--- src/rtl/dcim_bitserial_ctrl.sv ---
// Bit-serial drive controller for the DCIM shift-accumulator: accepts one activation
// vector, clears the accumulator, streams MSB-first bit planes, then captures the result.
module dcim_bitserial_ctrl #(
  parameter int ROWS      = 64,
  parameter int IN_BITS   = 8,
  parameter int ACC_W     = 51,
  parameter int ARRAY_LAT = 0
) (
  input  logic                    clk,
  input  logic                    rstn,
  input  logic                    in_valid,
  output logic                    in_ready,
  input  logic [ROWS*IN_BITS-1:0] in_data,
  output logic [ROWS-1:0]         wl_bit,
  output logic                    wl_en,
  output logic                    st,
  output logic                    acm_en,
  input  logic [ACC_W-1:0]        acc_nout,
  output logic                    out_valid,
  input  logic                    out_ready,
  output logic [ACC_W-1:0]        out_data,
  output logic                    busy
);

  localparam int CNT_MAX = (IN_BITS > ARRAY_LAT) ? IN_BITS : ARRAY_LAT;
  localparam int CW      = $clog2(CNT_MAX + 1);
  localparam logic [CW-1:0] LAST_PLANE = CW'(IN_BITS - 1);
  localparam logic [CW-1:0] LAST_DRAIN = CW'((ARRAY_LAT > 0) ? ARRAY_LAT - 1 : 0);

  typedef enum logic [2:0] {IDLE, CLR, STREAM, DRAIN, CAPTURE} state_t;

  state_t                  state;
  logic [CW-1:0]           cnt;
  logic [ROWS*IN_BITS-1:0] shreg;
  logic [ROWS*IN_BITS-1:0] shreg_next;
  logic [ROWS-1:0]         plane;

  // Each row's activation sits in its own IN_BITS lane; the lane MSB is the next plane bit.
  for (genvar r = 0; r < ROWS; r++) begin : g_row
    assign plane[r] = shreg[r*IN_BITS + IN_BITS - 1];
    assign shreg_next[r*IN_BITS +: IN_BITS] = {shreg[r*IN_BITS +: IN_BITS-1], 1'b0};
  end

  assign busy = (state != IDLE);

  always_ff @(posedge clk or negedge rstn) begin
    if (!rstn) begin
      state     <= IDLE;
      cnt       <= '0;
      shreg     <= '0;
      wl_bit    <= '0;
      wl_en     <= 1'b0;
      st        <= 1'b0;
      in_ready  <= 1'b0;
      out_valid <= 1'b0;
      out_data  <= '0;
    end else begin
      st <= 1'b0;
      if (out_ready)
        out_valid <= 1'b0;
      case (state)
        IDLE: begin
          in_ready <= 1'b1;
          if (in_valid && in_ready) begin
            shreg    <= in_data;
            in_ready <= 1'b0;
            st       <= 1'b1;
            state    <= CLR;
          end
        end
        CLR: begin
          wl_bit <= plane;
          shreg  <= shreg_next;
          wl_en  <= 1'b1;
          cnt    <= '0;
          state  <= STREAM;
        end
        STREAM: begin
          if (cnt == LAST_PLANE) begin
            wl_bit <= '0;
            wl_en  <= 1'b0;
            cnt    <= '0;
            state  <= (ARRAY_LAT == 0) ? CAPTURE : DRAIN;
          end else begin
            wl_bit <= plane;
            shreg  <= shreg_next;
            cnt    <= cnt + 1'b1;
          end
        end
        DRAIN: begin
          if (cnt == LAST_DRAIN) begin
            cnt   <= '0;
            state <= CAPTURE;
          end else begin
            cnt <= cnt + 1'b1;
          end
        end
        CAPTURE: begin
          // A capture on the same edge as a consumer handshake keeps out_valid high.
          if (!out_valid || out_ready) begin
            out_data  <= acc_nout;
            out_valid <= 1'b1;
            in_ready  <= 1'b1;
            state     <= IDLE;
          end
        end
        default: state <= IDLE;
      endcase
    end
  end

  // acm_en trails wl_en by the array pipeline depth so it lines up with partial sums.
  if (ARRAY_LAT == 0) begin : g_no_lat
    assign acm_en = wl_en;
  end else begin : g_lat
    logic [ARRAY_LAT-1:0] dly;
    always_ff @(posedge clk or negedge rstn) begin
      if (!rstn)
        dly <= '0;
      else
        dly <= (dly << 1) | ARRAY_LAT'(wl_en);
    end
    assign acm_en = dly[ARRAY_LAT-1];
  end

endmodule

--- config.mk ---
export PLATFORM = sky130hd
export DESIGN_NAME = dcim_bitserial_ctrl
export DESIGN_NICKNAME = d
export VERILOG_FILES = /design/src/rtl/dcim_bitserial_ctrl.sv
export SDC_FILE = /design/constraint.sdc
export NUM_CORES = 1
export LEC_CHECK = 0
export CORE_AREA = 2 2 270 272
export CTS_BUF_LIST = sky130_fd_sc_hd__clkbuf_16
export DETAILED_ROUTE_END_ITERATION = 8
export DIE_AREA = 0 0 272 274
export GPL_TIMING_DRIVEN = 0
export PLACE_DENSITY = 0.66
export SKIP_CTS_REPAIR_TIMING = 1
export SLEW_MARGIN = 15
export SYNTH_ARGS = -nofsm -noshare
export SYNTH_HDL_FRONTEND = slang
export SYNTH_SLANG_ARGS = --single-unit
--- constraint.sdc ---
create_clock -name clk -period 2.6 [get_ports clk]
set_input_delay 0.65 -clock clk [delete_from_list [all_inputs] [get_ports clk]]
set_output_delay 0.65 -clock clk [all_outputs]
set_load 0.02 [all_outputs]
==> qor.yml <==
num_rows: 99
hp-class: "in2async"
clkSinkCount: 638
yosysSeqAreaShare_pct: 56.9
worst_ep_arrival_time_ns: 1.90
slew_violations: 0
crit_fanout: 3
finalNonFillerCells: 4469
p_leak_nw: 18.3
cts_made_buffers: 72
synth_area_per_cell_um2: 10.5
ctsHtreeMaxLevel: 3
period_share_pct: 97.9
grt_max_degree: 102
slew_headroom_pct: 24.5
antenna_found_initial: 44
rsz0062_at_grt: "false"
dp.cells: 4317
initial_core_util_pct: 39.0
synth_area_um2: 28100
finalWirelength_mm: 88.5
critPathCaptureType: "output port"
finClkSkew_ns: 0.0240
drc: 0
synth_edf_count: 0
ys_types: 33
grt_usage_pct: 23.5
crit_type: "reg2out"
maxCapViolCount: 0
critPathLaunchType: "register"
via_per_inst: 4.95
startpoint: "acm_en"
io_buffers: 687
worst_pin_slew_ns: 1.13
layout-drive-gt1-share_pct: 8.01
clock.fmax_mhz: 393
grt-ovfl-total: 0
postLayoutCellArea_um2: 38600
multiInputGateArea_um2: 10900
first_global_vias: 22680
setup_violations: 0
ys_seq_elements: 638
cp_data_required_time_ns: 1.95
fp.dieW_um: 272
postRouteAntennaNets: 0
reg2reg_to: "wl_bit[44]"
grt_pass1_wl_mm: 135
clk_pin_slew_ns: 0.06
drt_iter0_drc: 1514
status: "finished, final reports clean"
crit_end: "wl_en"
hpwlAfterDp_mm: 64.7
wl_per_cell_um: 19.8
yosysWarnings: 0
hold_viol_final: 0
fillers: 6472
hold_ws_ns: 0.0175
cellPowerDensity_nw_per_um2: 1330
regArea_um2: 16000
tritoncts: "yes"
synth_top_cell_by_area: "dfrtp_1"
die_h_um: 274
clk_path_buf_depth: 3
async_reset_ff_share_pct: 100
min_period_ns: 2.55
syn_inst: 2664
vias: 22139
cts_root_buffer: "clkbuf_16"
dieArea_um2: 74500
dpl-instance-area_um2: 36300
rr_startpoint: "cnt[0]"
drt_pre_antenna_iters: 5
reg2regPathDepth: 6
synth_top_area_share_pct: 56.9
synth.area.top_cells: "dfrtp_1, mux2i_1, nand2_1"
peakVddDrop_mv: 0.756
clk-insertion-delay-late_ns: 0.61
layout.nets: 4003
io_pins: 688
area_growth_syn_to_layout_pct: 37.4
synth_ff_type: "dfrtp_1"
reg2reg_slack_ns: 0.20
synthesis.nets: 3233
gp_congestion: 0.842
coreArea_um2: 72000
[where the power goes]
| group | total [W] | internal [W] | switching, W | leakage (nW) |
|---|---|---|---|---|
| clock network | 0.00932 | 0.00521 | 0.00411 | 1.10 |
| logic | 0.0246 | 0.0107 | 0.0140 | 9.32 |
| registers | 0.0174 | 0.0150 | 0.00248 | 7.88 |
[per-layer routing]
layer  part of all wire, %  vias to the layer above  global-route usage (%)  wire, um
li1                      -                    10618                       -         -
met1                    41                    10742                    29.4     36500
met2                    48                      576                    38.5     42600
met3                   7.3                      167                    7.02      6420
met4                   3.1                       36                    8.86      2740
met5                  0.26                        -                       0       234
[area by class of cell]
| class | count | share of cell area, % |
|---|---|---|
| plain buffers | 199 | 3.21 |
| diodes | 25 | 0.162 |
| flip-flops and latches | 638 | 41.4 |
| repair buffers | 696 | 18.5 |
| well taps | 959 | 3.11 |
| clock inverters | 53 | 0.749 |
| inverters | 6 | 0.0584 |
| multi-input cells | 1821 | 28.2 |
| clock buffers | 72 | 4.67 |
[worst max-delay path, stage by stage (launching register included)]
cell and delay, ns:
dfrtp_1 0.54, buf_4 0.17, clkdlybuf4s50_1 0.59
[cells in the mapped netlist, drive strengths merged (2+ instances only)]
| cell type | number |
|---|---|
| nor3 | 3 |
| clkbuf | 73 |
| nand3 | 2 |
| nor2 | 4 |
| mux2 | 51 |
| nand2b | 2 |
| ha | 2 |
| o21ai | 517 |
| dfrtp | 638 |
| a21oi | 67 |
| mux2i | 449 |
| xor2 | 2 |
| buf | 126 |
| nand2 | 710 |
| inv | 6 |
[layout by cell type (no fill, tap or decap), types with 3 or more instances in the layout]
cell type,n
buf_4,3
a21oi_1,67
o21ai_0,117
dfrtp_1,638
clkbuf_2,9
clkbuf_1,64
clkbuf_16,72
inv_1,25
buf_2,70
buf_16,8
mux2_2,51
nand2_1,709
clkinv_1,20
buf_6,34
clkdlybuf4s50_1,685
mux2i_1,449
inv_6,3
buf_1,8
nor2_1,4
buf_8,12
diode_2,25
clkinv_2,8
o21ai_1,400
[cells by family after synthesis]
group	Yosys count	synth area share, %
buf+inv	205	4.44
mux	500	18.1
compound gates	590	10.6
flops	638	56.9
xor+xnor	2	0.0624
simple gates	727	9.83
fa+ha+maj	2	0.0891
[stage by stage]
stage / worst slack, ns / utilization, % / TNS, ns / total power, W
4_1_cts: -0.384 / 53.4 / -120.33 / 0.0518
5_1_grt: 0.00143 / 53.6 / 0 / 0.0553
6_report: 0.0538 / 53.6 / 0 / 0.0514
3_3_place_gp: -29.21 / 50.2 / - / 0.0420
3_5_place_dp: -0.422 / 50.5 / -165.18 / 0.0424
2_1_floorplan: 0.730 / - / 0 / 0.0341
[flip-flops by register name (all words and copies together) (netlist names)]
signal and flops:
shreg 512, out_data 51, in_ready 1, st 1, out_valid 1, wl_bit 64, state 3, acm_en 1
cnt 4
[worst min path at each step]
stage,end,slack (ns),cells after the start
finish,shreg[433],0.02,2
global route,shreg[429],0.01,2
CTS,shreg[429],-0.08,1
detailed placement,shreg[25],0.47,2
global placement,shreg[44],0.46,2
floorplan,acm_en,0.35,0
(Power assumes the default switching activity.)
